$ cat config.mk
export PLATFORM = sky130hd
export DESIGN_NAME = xbus_cycle
export DESIGN_NICKNAME = d
export VERILOG_FILES = /design/src/rtl/dfb_pkg.sv /design/src/rtl/dfb_sync.sv /design/src/rtl/xbus_cycle.sv
export SDC_FILE = /design/constraint.sdc
export NUM_CORES = 1
export LEC_CHECK = 0
export ABC_AREA = 1
export CORE_ASPECT_RATIO = 0.75
export CORE_MARGIN = 3
export CORE_UTILIZATION = 40
export CTS_CLUSTER_DIAMETER = 60
export CTS_CLUSTER_SIZE = 30
export DETAILED_ROUTE_END_ITERATION = 8
export GPL_ROUTABILITY_DRIVEN = 0
export GPL_TIMING_DRIVEN = 1
export MAX_ROUTING_LAYER = met4
export PLACE_DENSITY = 0.7
export SYNTH_ARGS = -nofsm -noshare
export SYNTH_HDL_FRONTEND = slang
export SYNTH_SLANG_ARGS = --single-unit
$ cat constraint.sdc
create_clock -name CLOCK -period 3.3 [get_ports CLOCK]
set_clock_uncertainty 0.15 [all_clocks]
set_input_delay 0.66 -clock CLOCK [delete_from_list [all_inputs] [get_ports CLOCK]]
set_output_delay 0.66 -clock CLOCK [all_outputs]
set_load 0.01 [all_outputs]
$ cat src/rtl/dfb_pkg.sv
// Shared definitions for the X-bus cycle engine: state encodings and strobe levels.
package dfb_pkg;

  // Bus cycle engine states.
  typedef enum logic [2:0] {
    XBC_IDLE  = 3'd0,
    XBC_ADDR  = 3'd1,
    XBC_STRB  = 3'd2,
    XBC_WAIT  = 3'd3,
    XBC_TERM  = 3'd4,
    XBC_RECOV = 3'd5
  } xbc_state_e;

  // X-bus strobes are active low.
  localparam logic STRB_ACT   = 1'b0;
  localparam logic STRB_INACT = 1'b1;

  // Level to drive on a data strobe for a given byte enable.
  function automatic logic strb_level(input logic en);
    return en ? STRB_ACT : STRB_INACT;
  endfunction

endpackage

$ cat src/rtl/dfb_sync.sv
// Flop-chain synchroniser for active-low asynchronous host signals.
// Resets to 1 so the synchronised signal starts out negated.
module dfb_sync #(
  parameter int STAGES = 2
) (
  input  logic CLOCK,
  input  logic _RST,
  input  logic d,
  output logic q
);

  logic [STAGES-1:0] chain;

  // Shift the asynchronous input through STAGES flops.
  always_ff @(posedge CLOCK or negedge _RST) begin
    if (!_RST) begin
      chain <= '1;
    end else begin
      chain[0] <= d;
      for (int i = 1; i < STAGES; i++) begin
        chain[i] <= chain[i-1];
      end
    end
  end

  assign q = chain[STAGES-1];

endmodule

$ cat src/rtl/xbus_cycle.sv
// 68000-style asynchronous bus cycle engine for the host (X) bus.
// Turns one local read/write request into _XAS/_XUDS/_XLDS/XRW strobes while
// the arbiter holds the bus, and terminates on _XDTACK, _XBERR or timeout.
//
// Local handshake: REQ is a level held by the requester until it sees the
// one-clock ACK pulse; ADDR/RW/UDS/LDS/WDATA must be stable while REQ is high
// in IDLE (they are latched when the cycle starts). BERR and RDATA are valid
// with ACK; RDATA then holds until the next read completes.
module xbus_cycle
  import dfb_pkg::*;
#(
  parameter int AW       = 23,
  parameter int DW       = 16,
  parameter int SYNC     = 2,
  parameter int TIMEOUT  = 255,
  parameter int RECOVERY = 1
) (
  input  logic          CLOCK,
  input  logic          _RST,
  input  logic          HELD,
  input  logic          REQ,
  input  logic          RW,
  input  logic          UDS,
  input  logic          LDS,
  input  logic [AW-1:0] ADDR,
  input  logic [DW-1:0] WDATA,
  output logic          ACK,
  output logic          BERR,
  output logic [DW-1:0] RDATA,
  input  logic          _XDTACK,
  input  logic          _XBERR,
  input  logic [DW-1:0] XD_IN,
  output logic [AW-1:0] XA,
  output logic [DW-1:0] XD_OUT,
  output logic          XRW,
  output logic          _XAS,
  output logic          _XUDS,
  output logic          _XLDS,
  output logic          XA_OE,
  output logic          XD_OE,
  output logic          BUSY
);

  localparam int TW  = (TIMEOUT  > 0) ? $clog2(TIMEOUT + 1)  : 1;
  localparam int RCW = (RECOVERY > 0) ? $clog2(RECOVERY + 1) : 1;

  xbc_state_e     state;
  logic [TW-1:0]  tmo_cnt;
  logic [RCW-1:0] rec_cnt;
  logic           uds_q;
  logic           lds_q;
  logic           dtack_s;
  logic           berr_s;
  logic           rec_done;

  dfb_sync #(.STAGES(SYNC)) u_sync_dtack (
    .CLOCK (CLOCK),
    ._RST  (_RST),
    .d     (_XDTACK),
    .q     (dtack_s)
  );

  dfb_sync #(.STAGES(SYNC)) u_sync_berr (
    .CLOCK (CLOCK),
    ._RST  (_RST),
    .d     (_XBERR),
    .q     (berr_s)
  );

  // RECOV has lasted RECOVERY clocks once this clock completes (at least one).
  assign rec_done = (int'(rec_cnt) + 1) >= RECOVERY;

  assign BUSY = (state != XBC_IDLE);

  // Cycle sequencer; every bus-facing and local output is a register here.
  always_ff @(posedge CLOCK or negedge _RST) begin
    if (!_RST) begin
      state   <= XBC_IDLE;
      XA      <= '0;
      XD_OUT  <= '0;
      XRW     <= 1'b1;
      _XAS    <= STRB_INACT;
      _XUDS   <= STRB_INACT;
      _XLDS   <= STRB_INACT;
      XA_OE   <= 1'b0;
      XD_OE   <= 1'b0;
      ACK     <= 1'b0;
      BERR    <= 1'b0;
      RDATA   <= '0;
      tmo_cnt <= '0;
      rec_cnt <= '0;
      uds_q   <= 1'b0;
      lds_q   <= 1'b0;
    end else begin
      ACK  <= 1'b0;
      BERR <= 1'b0;
      case (state)
        XBC_IDLE: begin
          XA_OE <= HELD;
          if (REQ && !UDS && !LDS) begin
            // Nothing to transfer: acknowledge locally without touching the bus.
            ACK <= 1'b1;
          end else if (REQ && HELD) begin
            state  <= XBC_ADDR;
            XA     <= ADDR;
            XD_OUT <= WDATA;
            XRW    <= RW;
            uds_q  <= UDS;
            lds_q  <= LDS;
            XA_OE  <= 1'b1;
            XD_OE  <= ~RW;
          end
        end
        XBC_ADDR: begin
          // Address setup done; reads assert data strobes together with _XAS.
          state <= XBC_STRB;
          _XAS  <= STRB_ACT;
          if (XRW) begin
            _XUDS <= strb_level(uds_q);
            _XLDS <= strb_level(lds_q);
          end
        end
        XBC_STRB: begin
          // Writes assert data strobes one clock after _XAS.
          state   <= XBC_WAIT;
          tmo_cnt <= '0;
          _XUDS   <= strb_level(uds_q);
          _XLDS   <= strb_level(lds_q);
        end
        XBC_WAIT: begin
          if (!berr_s || (tmo_cnt == TW'(TIMEOUT))) begin
            state <= XBC_TERM;
            ACK   <= 1'b1;
            BERR  <= 1'b1;
            _XAS  <= STRB_INACT;
            _XUDS <= STRB_INACT;
            _XLDS <= STRB_INACT;
          end else if (!dtack_s) begin
            state <= XBC_TERM;
            ACK   <= 1'b1;
            _XAS  <= STRB_INACT;
            _XUDS <= STRB_INACT;
            _XLDS <= STRB_INACT;
            if (XRW) begin
              RDATA <= XD_IN;
            end
          end else begin
            tmo_cnt <= tmo_cnt + 1'b1;
          end
        end
        XBC_TERM: begin
          // Write data was held through TERM; release it now.
          state   <= XBC_RECOV;
          XD_OE   <= 1'b0;
          rec_cnt <= '0;
        end
        XBC_RECOV: begin
          // Do not start another cycle until the host has let go of its responses.
          if (rec_done && dtack_s && berr_s) begin
            state <= XBC_IDLE;
            XRW   <= 1'b1;
            XA_OE <= HELD;
          end else if (!rec_done) begin
            rec_cnt <= rec_cnt + 1'b1;
          end
        end
        default: begin
          state <= XBC_IDLE;
        end
      endcase
    end
  end

endmodule

# [After elaboration in Yosys (flattened, before gate mapping)]
# Cells that the tools add are included.
[classes] n_reduce_logical=27 add_sub_neg=3 n_mux=38 magnitude_cmp=1 n_eq_ne=15 bitwise_logic=4
[ops] cell="1-bit 2-to-1 mux" n=21
[ops] cell="3-bit case mux with 6 select lines" n=1
[ops] cell="8-bit 2-to-1 mux" n=2
[ops] cell="8-bit case mux with 2 select lines" n=1
[ops] cell="3-bit 2-to-1 mux" n=5
[ops] cell="3-bit AND reduction" n=5
[ops] cell="2-bit inequality test (second input constant)" n=7
[ops] cell="1-bit case mux with 2 select lines" n=6
[ops] cell="4-bit AND reduction" n=3
[ops] cell="2-bit nonzero test" n=5
[ops] cell="8-bit by 1-bit adder with 8-bit output (second input constant)" n=1
[ops] cell="8-bit == test (second input constant)" n=1
[ops] cell="3-bit by 2-bit == test with 1-bit output (second input constant)" n=2
[ops] cell="3-bit == test (second input constant)" n=2
[ops] cell="1-bit case mux with 3 select lines" n=2
[ops] cell="3-bit nonzero test" n=2
[ops] cell="1-bit logical AND" n=5
[ops] cell="1-bit NOT" n=4
[ops] cell="2-bit AND reduction" n=2
[ops] cell="3-bit by 1-bit == test with 1-bit output (second input constant)" n=1
[ops] cell="1-bit logical NOT" n=3
[ops] cell="3-bit logical NOT" n=1
[ops] cell="3-bit inequality test (second input constant)" n=1
[ops] cell="1-bit by 1-bit adder with 2-bit output (second input constant)" n=1
[ops] cell="other kinds (4)" n=4
[totals] wordCells=106 reg_bits=81

# [Logic depth before layout (Yosys ltp)]
# Gate-level depths: netlist of the first run.
[logic_depth] ltp_word=6 depth_mapped=9 ltp_nobuf=9

# [Cells and area by module]
# Synthesis of the first run repeated with hierarchy kept, for this count alone.
[hier_totals] hier_cells=389 area_unflattened_um2=3544.6
[modules_own_cells] module="xbus_cycle" area_each_um2=3439.5 instances=1 seq_area_each_um2=1906.8 cells_each=385
[modules_own_cells] module="dfb_sync" area_each_um2=52.6 instances=2 seq_area_each_um2=52.6 cells_each=2

# [Least setup slack after synthesis of the first run]
# Ideal clock, no wire load.
[synth_timing] kind="register -> register" startpoint="register tmo_cnt[0]" endpoint="register ACK" required_time_ns=3.016 path_buffers=1 path_stages_with_launch=9 period_less_slack_ns=1.588 path_slack_ns=1.712 arrival_time_ns=1.304 cell_sequence="dfrtp_1 ha_1 nand2_1 nor2_1 nand2_2 nand2_4 buf_6 o21ai_0 o21ai_0"
[synth_between] elab_chain_cells=4
[synth_lines] element="from (decl)" line_no="xbus_cycle.sv:48" rtl="logic [TW-1:0] tmo_cnt;"
[synth_lines] element="from (signal assigned)" line_no="xbus_cycle.sv:148" rtl="tmo_cnt <= tmo_cnt + 1'b1;"
[synth_lines] element="8-bit == test" line_no="xbus_cycle.sv:131" rtl="if (!berr_s || (tmo_cnt == TW'(TIMEOUT))) begin"
[synth_lines] element="1-bit logical OR" line_no="xbus_cycle.sv:131"
[synth_lines] element="1-bit 2-to-1 mux" line_no="xbus_cycle.sv:131"
[synth_lines] element="1-bit case mux with 2 select lines" line_no="xbus_cycle.sv:97" rtl="case (state)"
[synth_lines] element="to (signal assigned)" line_no="xbus_cycle.sv:95" rtl="ACK <= 1'b0;"
[synth_lines] element="to (signal assigned)" line_no="xbus_cycle.sv:102" rtl="ACK <= 1'b1;"
[synth_lines] element="to (signal assigned)" line_no="xbus_cycle.sv:133" rtl="ACK <= 1'b1;"
[synth_lines] element="to (decl)" line_no="xbus_cycle.sv:27" rtl="output logic ACK,"
# Every way passes these cells.
# A chain may end at the register's enable or synchronous reset.

# [Worst setup path in the final report of the first run]
[layout_timing] startpoint="register state[0]" endpoint="output BUSY"
[layout_between] elab_chain_cells=1
[layout_lines] element="from (decl)" line_no="xbus_cycle.sv:47" rtl="xbc_state_e state;"
[layout_lines] element="from (signal assigned)" line_no="xbus_cycle.sv:78" rtl="state <= XBC_IDLE;"
[layout_lines] element="from (signal assigned)" line_no="xbus_cycle.sv:104" rtl="state <= XBC_ADDR;"
[layout_lines] element="from (signal assigned)" line_no="xbus_cycle.sv:116" rtl="state <= XBC_STRB;"
[layout_lines] element="3-bit nonzero test" line_no="xbus_cycle.sv:73" rtl="assign BUSY = (state != XBC_IDLE);"
[layout_lines] element="to (decl)" line_no="xbus_cycle.sv:41" rtl="output logic BUSY"
# Every way passes these cells.

==> run summary, run 1 <==
CP Capture Type = output port
RSZ-0062 raised after global routing = false
GRT Util Overall = 17.9%
CTS Hold Buffers Added = 0
Initial antenna violation count = 0
Syn nets = 470
Worst Path Max Fanout = 8
Routed Antenna Nets = 0
Pin count of the biggest net entering global routing = 81
Fin. Hold Viols = 0
Commonest non-fill, non-tap cell in the layout = nand2_1
Full die area = 0.0102 mm^2
#FFs+latches synth = 80
CP required = 2490 ps
Postcts setup bufs = 0
Post-route cell area = 0.00519 mm^2
Total Wirelength = 8610 um
Vias in the first global route = 2732
IO buf count = 127
Crit path DAT = 1560 ps
Period minus WS final = 2370 ps
R2r setup slk = 1280 ps
Dpl hpwl = 6310 um
Iter 0 DRT Violations = 140
Routed via count = 2968
Status = finished, final reports clean
Detailed-router iteration count before antenna repair = 4
Global-route wire length before repair = 13800 um
Warnings, synthesis = 0
Cts bufs inserted = 9
Fin cells = 642
Pins Over Slew Limit = 0
Area growth, synth to finish = 43.4%
Mean Syn Cell Area = 8.93 um^2
Setup-failing EPs final = 0
Horiz. Die Dim = 116 um
FILL cells = 732
Worst-path clk slew = 60 ps
Max-Slew Margin vs Limit = 32.6%
Max Clk Rate = 423 MHz
Via/cell ratio = 4.62
CP Class = reg -> out
DRC = 0
Mapped Area = 0.00362 mm^2
Post-synthesis cell type count = 30
Commonest non-fill, non-tap cells in the layout = nand2_1 (132), clkdlybuf4s50_1 (126), dfrtp_1 (72)
N_diodes = 0
Slew @ Worst Pin = 1010 ps
Clock buffer depth = 2
Core region area = 0.00864 mm^2
Die height = 88.4 um
VDD IR max = 0.000386 V
Post-synthesis sequential area ratio = 55.6%
# resized after CTS = 0
Share of post-route cells with drive strength above 1 = 12.2%
Clk Latency, worst-skew pair = 340 ps
Power Density = 851 mW/mm^2
Final #Nets = 594
CTS H-Tree Depth = 3
Initial core utilization = 41.9%
Placed insts = 626
Number of cells produced by synthesis = 405
CTS sink cnt = 80
CTS root buffer = clkbuf_16
CTS tree = built
Grt total ovfl = 0
Startpoint types = register
Period utilization = 71.7%
Post-DP Area = 0.00490 mm^2
Max-cap violations = 0
HP Class = reg -> reg
Setup TNS = 0 ps
Leak = 2.45 nW
Placement Rows = 29
I/O Pins = 128
Average wire per standard cell = 13.4 um
==> cells in the mapped netlist (all sizes together) <==
| cell type | number | area share, % |
|---|---|---|
| a21oi | 5 | 0.80 |
| a31oi | 1 | 0.17 |
| and2 | 1 | 0.17 |
| buf | 12 | 3.6 |
| clkbuf | 3 | 0.35 |
| dfrtp | 72 | 50 |
| dfstp | 8 | 5.8 |
| ha | 1 | 0.35 |
| inv | 61 | 6.3 |
| nand2 | 136 | 15 |
| nand3 | 18 | 3.5 |
| nand4 | 1 | 0.17 |
| nor2 | 18 | 2.4 |
| nor3 | 1 | 0.14 |
| nor3b | 1 | 0.21 |
| o21ai | 64 | 11 |
| o21bai | 1 | 0.21 |
| o22ai | 1 | 0.17 |
==> worst paths after layout <==
check,from,to,cells past startpoint
max in group asynchronous,_RST,tmo_cnt[4],1
worst min-delay path,u_sync_dtack.chain[0],u_sync_dtack.chain[1],0
worst max-delay path,state[0],BUSY,3
min in group asynchronous,_RST,tmo_cnt[2],1
worst max register to register,state[2],RDATA[14],7
worst min register to register,u_sync_dtack.chain[0],u_sync_dtack.chain[1],0
==> final cells by class <==
class	instances	area [um^2]	area share (%)
clock buffer	10	239	4.61
clock inverter	6	45.0	0.868
inverter	61	229	4.41
multi-input combinational	249	1240	23.9
sequential	80	2010	38.8
tap	108	135	2.60
timing repair buffer	128	1290	24.8
==> power by group <==
part           switching (W)  internal (W)
Combinational       0.000867      0.000966
Sequential          0.000255       0.00140
Clock               0.000394      0.000530
==> per-layer routing <==
metal / share of wire (%) / routed length (um) / vias to the layer above / global-route usage, %
li1: - / - / 1504 / -
met1: 46 / 3970 / 1371 / 24.2
met2: 47 / 4040 / 85 / 26.6
met3: 6.2 / 530 / 8 / 5.13
met4: 0.80 / 69 / 0 / 4.74
met5: 0 / 0 / - / -
==> cell families after synthesis <==
logic type,share of synthesized area [%]
simple gates,21.2
flops,55.6
buf+inv,10.3
compound gates,12.5
fa+ha+maj,0.346
==> registers in the layout, summed over array words and instances, names as in the netlist, 2 cells and up <==
| register | cells |
|---|---|
| XD_OUT | 16 |
| tmo_cnt | 8 |
| RDATA | 16 |
| u_sync_dtack.chain | 2 |
| u_sync_berr.chain | 2 |
| state | 3 |
| XA | 23 |
==> per-stage QoR <==
stage / util [%] / total power, W / hold WS [ps] / setup slack, ps
4_1_cts: 60.1 / 0.00447 / 205 / 924
3_3_place_gp: 56.8 / 0.00347 / 197 / 832
6_report: 60.1 / 0.00442 / 205 / 934
3_5_place_dp: 56.8 / 0.00352 / 197 / 816
2_1_floorplan: - / 0.00252 / 195 / 1710
5_1_grt: 60.1 / 0.00472 / 206 / 861
==> critical path, stage by stage, from the launching register on <==
cell             delay, ps
dfrtp_1                480
nor2_2                  70
nand2_2                110
clkdlybuf4s50_1        560
Power figures use the tool's default switching activity.
==> run 2: changes to the inputs <==
==> constraint.sdc (replaced) <==
create_clock -name CLOCK -period 2.3 [get_ports CLOCK]
set_clock_uncertainty 0.15 [all_clocks]
set_input_delay 0.46 -clock CLOCK [delete_from_list [all_inputs] [get_ports CLOCK]]
set_output_delay 0.46 -clock CLOCK [all_outputs]
set_load 0.01 [all_outputs]
==> run 2 against run 1 <==
  * Setup slack got worse by 800 ps
  * Utilization rose by 0.93 points
  * Combinational power rose by 46%
  * Final cell count rose by 0.78%
  * Sequential share of layout area fell by 0.59 points
  * Die area did not move
  * Register-to-register slack got worse by 950 ps
  * Wire length rose by 1.8%
  * Total power rose by 46%
  * Critical path depth did not move
  * Sequential cell count did not move
  * Critical endpoint unchanged
==> run summary, run 2 (synthesized netlist as in run 1, its figures left out) <==
Status = finished, final reports clean
CP Capture Type = output port
CTS H-Tree Depth = 3
Power share of the clock group = 21.7%
Post-route cell area = 0.00527 mm^2
Share of post-route cells with drive strength above 1 = 12.6%
Average wire per standard cell = 13.5 um
Switching part of the total = 33.6%
GRT Util Overall = 17.8%
Slew @ Worst Pin = 559 ps
N_diodes = 0
HP Class = reg -> reg
Routed via count = 3021
R2r setup slk = 330 ps
Worst r2r path cells = 9
Delay-heaviest family, CP = buffers and inverters
Die height = 88.4 um
Initial antenna violation count = 0
CTS sink cnt = 80
Seq pwr share = 36.8%
FILL cells = 747
Placed insts = 630
Met1 global-route usage = 23.8%
Gate power share = 41.5%
WHS Path Cells = 0
Total Wirelength = 8760 um
Full die area = 0.0102 mm^2
Grt total ovfl = 0
CTS tree = built
Vias in the first global route = 2854
Met2 usage = 27.5%
Cts bufs inserted = 9
Fin cells = 647
Commonest non-fill, non-tap cells in the layout = nand2_1 (132), clkdlybuf4s50_1 (126), dfrtp_1 (72)
Internal = 0.00427 W
Dpl hpwl = 6490 um
CTS root buffer = clkbuf_16
Leak = 2.50 nW
CP Class = reg -> out
Power Density = 1220 mW/mm^2
Critical path's slowest cell = clkdlybuf4s50_1
Largest register FFs = 23
Worst Path Max Fanout = 8
Most flops, register = XA
Largest regs = XA (23), RDATA (16), XD_OUT (16)
Crit path DAT = 1550 ps
Area growth, synth to finish = 45.7%
Pins Over Slew Limit = 0
Max-Slew Margin vs Limit = 62.7%
Horiz. Die Dim = 116 um
Period utilization = 94.1%
Final #Nets = 599
CP max stage delay = 560 ps
Setup TNS = 0 ps
RSZ-0062 raised after global routing = false
GR peak layer = met2
IO buf count = 127
I/O Pins = 128
Iter 0 DRT Violations = 145
Met3 global-route usage = 3.62%
Clock buffer depth = 2
Place WS = 287 ps
Clk Latency, worst-skew pair = 320 ps
Max Clk Rate = 462 MHz
Switching power of the nets = 0.00216 W
Commonest non-fill, non-tap cell in the layout = nand2_1
Cell count along the critical path = 3
Core region area = 0.00864 mm^2
Detailed-router iteration count before antenna repair = 5
Period minus WS final = 2160 ps
Setup-failing EPs final = 0
Max-cap violations = 0
CP required = 1690 ps
VDD IR max = 0.000601 V
Initial core utilization = 41.9%
Postcts setup bufs = 0
Global-route wire length before repair = 14000 um
Setup ws final = 135 ps
Worst-path clk slew = 60 ps
Post-DP Area = 0.00496 mm^2
Critical path buffers and inverters = 1
Placement Rows = 29
Pwr Total = 0.00643 W
Startpoint types = register
Routed Antenna Nets = 0
Fin. Hold Viols = 0
DRC = 0
Via/cell ratio = 4.67
Pin count of the biggest net entering global routing = 55
Cell Chain, Critical Path = nor2_2 -> nand2_2 -> clkdlybuf4s50_1
==> run 2: changes by cell type in the layout (fill, tap and decap cells not counted) <==
cell / delta
clkinvlp_4: -3
buf_12: +2
buf_4: +2
clkinv_4: +2
bufinv_16: +1
clkbuf_1: +1
clkbuf_8: -1
dlygate4sd3_1: +1
==> run 2: final timing paths <==
kind,from,endpoint
max in group asynchronous,_RST,XD_OUT[1]
min in group asynchronous,_RST,state[1]
worst max register to register,tmo_cnt[0],tmo_cnt[2]
worst max-delay path,state[0],BUSY
worst min register to register,u_sync_berr.chain[0],u_sync_berr.chain[1]
worst min-delay path,u_sync_berr.chain[0],u_sync_berr.chain[1]
==> run 2: repair_timing <==
item	4_1_cts	5_1_grt
endpoints found under the hold margin	30	0
hold buffers	1	0
gates resized for setup	0	0
==> run 2: layer usage <==
| metal | vias up | routed length (um) |
|---|---|---|
| met5 | - | 0 |
| met3 | 6 | 448 |
| li1 | 1513 | - |
| met4 | 0 | 112 |
| met2 | 80 | 4270 |
| met1 | 1422 | 3930 |
==> run 2: through the flow <==
| step | hold WS, ps | util (%) |
|---|---|---|
| final | 204 | 61.0 |
| after global routing | 210 | 61.0 |
| after CTS | 205 | 61.0 |
| after detailed placement | 197 | 57.4 |
| after global placement | 197 | 57.4 |
| after floorplan | 14.4 | - |
==> run 2: power by group through the flow <==
| stage | Combinational [W] | Sequential, W | Clock [W] |
|---|---|---|---|
| final | 0.00267 | 0.00237 | 0.00140 |
| after global routing | 0.00293 | 0.00245 | 0.00149 |
| after CTS | 0.00271 | 0.00237 | 0.00143 |
| after detailed placement | 0.00269 | 0.00239 | 0 |
| after global placement | 0.00263 | 0.00237 | 0 |
| after floorplan | 0.00104 | 0.00258 | 0 |
==> run 2: area by class of cell <==
type,count,area [um^2],share of cell area [%]
Multi-Input combinational cell,249,1240,23.5
Tap cell,108,135,2.56
Sequential cell,80,2010,38.2
Clock inverter,6,70.1,1.33
Clock buffer,10,229,4.35
Inverter,61,229,4.35
Timing Repair Buffer,133,1350,25.7
==> run 3: changes to the inputs <==
--- a/config.mk
+++ b/config.mk
@@ -13,9 +13,8 @@
 export CTS_CLUSTER_SIZE = 30
 export DETAILED_ROUTE_END_ITERATION = 8
 export GPL_ROUTABILITY_DRIVEN = 0
-export GPL_TIMING_DRIVEN = 1
 export MAX_ROUTING_LAYER = met4
-export PLACE_DENSITY = 0.7
+export PLACE_DENSITY = 0.79
 export SYNTH_ARGS = -nofsm -noshare
 export SYNTH_HDL_FRONTEND = slang
 export SYNTH_SLANG_ARGS = --single-unit
==> run 3 against run 2 <==
  * Wire length is 1.3% lower
  * Combinational power hardly changed
  * Clock power is 4% higher
  * Hold slack hardly changed
  * Critical path type unchanged
==> run summary, run 3 (synthesized netlist as in run 1, its figures left out) <==
Internal = 0.00434 W
Largest register FFs = 23
Power share of the clock group = 22.5%
Hold Crit Start = u_sync_berr.chain[0]
Horiz. Die Dim = 116 um
CTS root buffer = clkbuf_16
Setup-failing EPs final = 0
Share of post-route cells with drive strength above 1 = 13.1%
Clock buffer depth = 2
CP Capture Type = output port
Initial core utilization = 41.9%
Post-route cell area = 0.00529 mm^2
VDD IR max = 0.000535 V
IO buf count = 127
Slew @ Worst Pin = 530 ps
CTS tree = built
Setup TNS = 0 ps
FILL cells = 740
Critical path's slowest cell = clkdlybuf4s50_1
Startpoint types = register
CP required = 1690 ps
Pin count of the biggest net entering global routing = 44
Period utilization = 94.3%
WHS Path Cells = 0
Core region area = 0.00864 mm^2
Clk Latency, worst-skew pair = 330 ps
Routed via count = 3075
Routed Antenna Nets = 0
Area growth, synth to finish = 46.2%
Largest regs = XA (23), RDATA (16), XD_OUT (16)
Critical R2R Launch = tmo_cnt[0]
Leak = 2.51 nW
# resized after CTS = 0
Initial antenna violation count = 0
Final #Nets = 601
RSZ-0062 raised after global routing = false
HP Class = reg -> reg
Max-Slew Margin vs Limit = 64.7%
Max Clk Rate = 461 MHz
Gate power share = 41.0%
Fin cells = 649
Worst Path Max Fanout = 8
I/O Pins = 128
Delay-heaviest family, CP = buffers and inverters
Via/cell ratio = 4.74
Max-cap violations = 0
R2r endpoint = ACK
Total Wirelength = 8650 um
Placement Rows = 29
Cell Chain, Critical Path = nor2_2 -> nand2_2 -> clkdlybuf4s50_1
Cts bufs inserted = 9
Status = finished, final reports clean
CP Class = reg -> out
CP max stage delay = 550 ps
Worst r2r path cells = 7
Global-route wire length before repair = 14100 um
Post-DP Area = 0.00496 mm^2
Critical path buffers and inverters = 1
Average wire per standard cell = 13.3 um
Detailed-router iteration count before antenna repair = 8
Power Density = 1230 mW/mm^2
Switching power of the nets = 0.00217 W
R2r setup slk = 340 ps
Postcts setup bufs = 0
CTS H-Tree Depth = 3
DRC = 0
Hold Worst Slack = 205 ps
Crit path DAT = 1560 ps
GRT Util Overall = 18.1%
Dpl hpwl = 6590 um
Most flops, register = XA
Vias in the first global route = 3036
Fin. Hold Viols = 0
Die height = 88.4 um
Commonest non-fill, non-tap cells in the layout = nand2_1 (132), clkdlybuf4s50_1 (126), dfrtp_1 (72)
Worst-path clk slew = 60 ps
CTS sink cnt = 80
Full die area = 0.0102 mm^2
WHS Endpoint = u_sync_berr.chain[1]
Period minus WS final = 2170 ps
Switching part of the total = 33.4%
Pins Over Slew Limit = 0
Commonest non-fill, non-tap cell in the layout = nand2_1
N_diodes = 0
Seq pwr share = 36.5%
Placed insts = 632
Grt total ovfl = 0
Iter 0 DRT Violations = 180
-- run 3: how the worst max path moves through the flow --
stage | depth (start not counted) | from | end | slack, ps
3_3_place_gp | 7 | HELD | XA[15] | 300
3_5_place_dp | 7 | REQ | XA[15] | 270
2_1_floorplan | 8 | tmo_cnt[0] | ACK | 710
5_1_grt | 3 | state[2] | BUSY | 40
6_report | 3 | state[0] | BUSY | 130
4_1_cts | 3 | state[0] | BUSY | 120
-- run 3: power by group through the flow --
stage               Combinational, W  Sequential (W)  Clock, W
global placement             0.00262         0.00237         0
CTS                          0.00271         0.00238   0.00150
detailed placement           0.00270         0.00239         0
floorplan                    0.00104         0.00258         0
global route                 0.00295         0.00246   0.00156
finish                       0.00267         0.00237   0.00146
-- run 3: final cells by class --
cell class | instances | area (um^2) | area share, %
Clock inverter | 5 | 63.8 | 1.21
Multi-Input combinational cell | 249 | 1240 | 23.4
Clock buffer | 11 | 253 | 4.78
Tap cell | 108 | 135 | 2.56
Sequential cell | 80 | 2010 | 38.0
Inverter | 61 | 229 | 4.33
Timing Repair Buffer | 135 | 1360 | 25.6
-- run 3: repair_timing --
item,4_1_cts,5_1_grt
endpoints found under the hold margin,33,0
endpoints found under the setup margin,0,0
hold buffers,1,0
-- run 3: routing by layer --
metal / track usage, % / vias up / routed length, um / part of all wire, %
met3: 4.24 / 15 / 541 / 6.3
met2: 29.2 / 98 / 4210 / 49
met4: 6.64 / 0 / 162 / 1.9
met1: 22.4 / 1441 / 3740 / 43
li1: - / 1521 / - / -
met5: - / - / 0 / 0
-- run 3: worst register-to-register path, cell delays in order (launching register included) --
cell     delay, ps
dfrtp_1        420
ha_1           250
nand2_1         80
nor2_1          60
nand2_2        140
nand2_4        180
o21ai_0        330
o21ai_0        200
-- run 3: through the flow --
| stage | setup WS (ps) | total power, W | util (%) |
|---|---|---|---|
| 6_report | 132 | 0.00651 | 61.2 |
| 2_1_floorplan | 712 | 0.00362 | - |
| 4_1_cts | 123 | 0.00660 | 61.2 |
| 5_1_grt | 36.5 | 0.00697 | 61.2 |
| 3_5_place_dp | 272 | 0.00509 | 57.5 |
| 3_3_place_gp | 298 | 0.00499 | 57.5 |
==> variant, RTL diff (flow settings as in run 1) <==
Change the parameter `AW` from 23 to 46.
--- a/src/rtl/xbus_cycle.sv
+++ b/src/rtl/xbus_cycle.sv
@@ -10,5 +10,5 @@
   import dfb_pkg::*;
 #(
-  parameter int AW       = 23,
+  parameter int AW       = 46,
   parameter int DW       = 16,
   parameter int SYNC     = 2,
Ports: changed (resized ADDR and XA); port bits go from 128 to 174. The function was not compared with the original's and may differ.
==> variant against run 1 <==
Synthesized area rose by 20%; count of clock-buffer cells in the layout did not move; final cell count rose by 26%; final area up 24%; synthesized cell count grew 22%; clock power up 3.8%; setup slack got worse by 0.037 ns; sequential share of layout area grew 1.3 points; die area rose by 19%; total power is 22% higher; sequential cell count increased by 23; routed wire length increased by 28%; critical path depth is the same; critical path type unchanged; largest power group unchanged; highest routed layer unchanged.
==> variant: results (changes against run 1) <==
| Metric | Value |
|---|---|
| Status | `complete, no violations` |
| Launch point of the worst path | `state[1]` |
| Critical Path AT | `1.59 ns (+0.03 ns)` |
| Placed cell count | `791 (+26%)` |
| Layout Nets | `754 (+27%)` |
| Cts repair resizes | `0 (unchanged)` |
| Worst rel slew slack | `59.1% (+27 points)` |
| Post-synth cell types | `29 (-3.3%)` |
| Area contributors post-synth | `dfrtp_1, nand2_1, inv_1, o21ai_0, dfstp_2` |
| Largest net degree at the start of global routing | `59 (-27%)` |
| Share of cells above drive strength 1 | `6.11% (-6.1 points)` |
| Sequential area share after synthesis | `59.7% (+4.0 points)` |
| GRT Util Overall | `19.1% (+1.2 points)` |
| Initial antenna violation count | `0 (unchanged)` |
| Worst r2r src | `state[1]` |
| Vias per Instance | `4.53 (-1.9%)` |
| Ys async rst share | `100% (unchanged)` |
| Final setup violation count | `0 (unchanged)` |
| R2r setup slk | `between 1 and 1.5 ns` |
| Post-Syn Instances | `496 (+22%)` |
| Drt first pass iters | `4 (unchanged)` |
| First-pass GRT wire length | `17.8 mm (+29%)` |
| Grt ovf | `0 (unchanged)` |
| Worst path max stage delay | `0.50 ns (-0.06 ns)` |
| I/O Buffers | `173 (+36%)` |
| Top FF cell, synth | `dfrtp_1` |
| Crit path max fanout | `6 (-2)` |
| Largest regs | `XA x46, RDATA x16, XD_OUT x16` |
| Detailed Route WL | `11.0 mm (+28%)` |
| Vias in the first global route | `3,618 (+32%)` |
| XOR/XNOR share of the synthesized area | `0% (unchanged)` |
| Synth cell count leaders | `nand2_1, dfrtp_1, inv_1, o21ai_0, o21ai_1` |
| Worst R2R End | `XD_OUT[2]` |
| # diodes | `0 (unchanged)` |
| Vias | `3,659 (+23%)` |
| Mapped Nets | `584 (+24%)` |
| Maximum clock insertion buffer count | `2 (unchanged)` |
| Leakage Power | `3.15 nW (+28%)` |
| Root Buffer | `clkbuf_16` |
| Area share of fa/ha/maj cells after synthesis | `0.289% (-0.057 points)` |
| Post-synthesis compound-gate area fraction | `11.3% (-1.2 points)` |
| Worst Setup EP | `BUSY` |
| Inserted Clock Buffers | `9 (unchanged)` |
| Yosys Warn Count | `0 (unchanged)` |
| DRC marker count from the first detailed-route iteration | `226 (+61%)` |
| Hold WC Path Type | `input port to asynchronous set/reset pin` |
| FF+latch area | `0.00259 sq mm (+29%)` |
| Detailed Place HPWL | `8.24 mm (+31%)` |
| Post-CTS Setup Inserts | `0 (unchanged)` |
| Fill cells | `857 (+17%)` |
| Max VDD drop | `0.000398 V (+3.1%)` |
[variant: cells by family after synthesis]
logic type / Yosys count
adder cells (fa/ha/maj): 1
AO/OA/AOI/OAI: 95
AND/OR/NAND/NOR: 196
buffers and inverters: 101
flip-flops: 103
[variant: worst max-delay path, delay by kind of cell, from the launching register on]
kind          cells  cell delay, ns
buf+inv           1            0.50
flops             1            0.46
simple gates      2            0.29
[variant: layer usage]
layer	up-vias	global-route usage, %	share of wire [%]
met3	18	6.60	8.2
li1	1865	-	-
met1	1645	24.8	45
met2	131	28.5	45
met4	0	5.80	1.7
met5	-	-	0
[variant: layout make-up]
type / instances / share of cell area [%]
Clock buffer: 10 / 3.55
Clock inverter: 6 / 0.562
Inverter: 83 / 4.83
Multi-Input combinational cell: 292 / 20.7
Sequential cell: 103 / 40.1
Tap cell: 136 / 2.64
Timing Repair Buffer: 177 / 27.6
[variant: power breakdown]
part	switching, mW	internal [mW]	leakage [nW]
combinational	1.04	1.22	1.74
clock	0.451	0.509	0.132
sequential	0.348	1.81	1.28
total	1.84	3.54	3.15
[variant: stage by stage]
| stage | hold slack (ns) | util [%] | setup WS [ns] | instance area [sq um] |
|---|---|---|---|---|
| final | 0.187 | 62.0 | 0.897 | 6460 |
| after global routing | 0.214 | 62.0 | 0.826 | 6460 |
| after floorplan | 0.195 | - | 1.70 | 4340 |
| after global placement | 0.197 | 59.5 | 0.782 | 6190 |
| after detailed placement | 0.197 | 59.5 | 0.692 | 6190 |
| after CTS | 0.197 | 62.0 | 0.885 | 6460 |
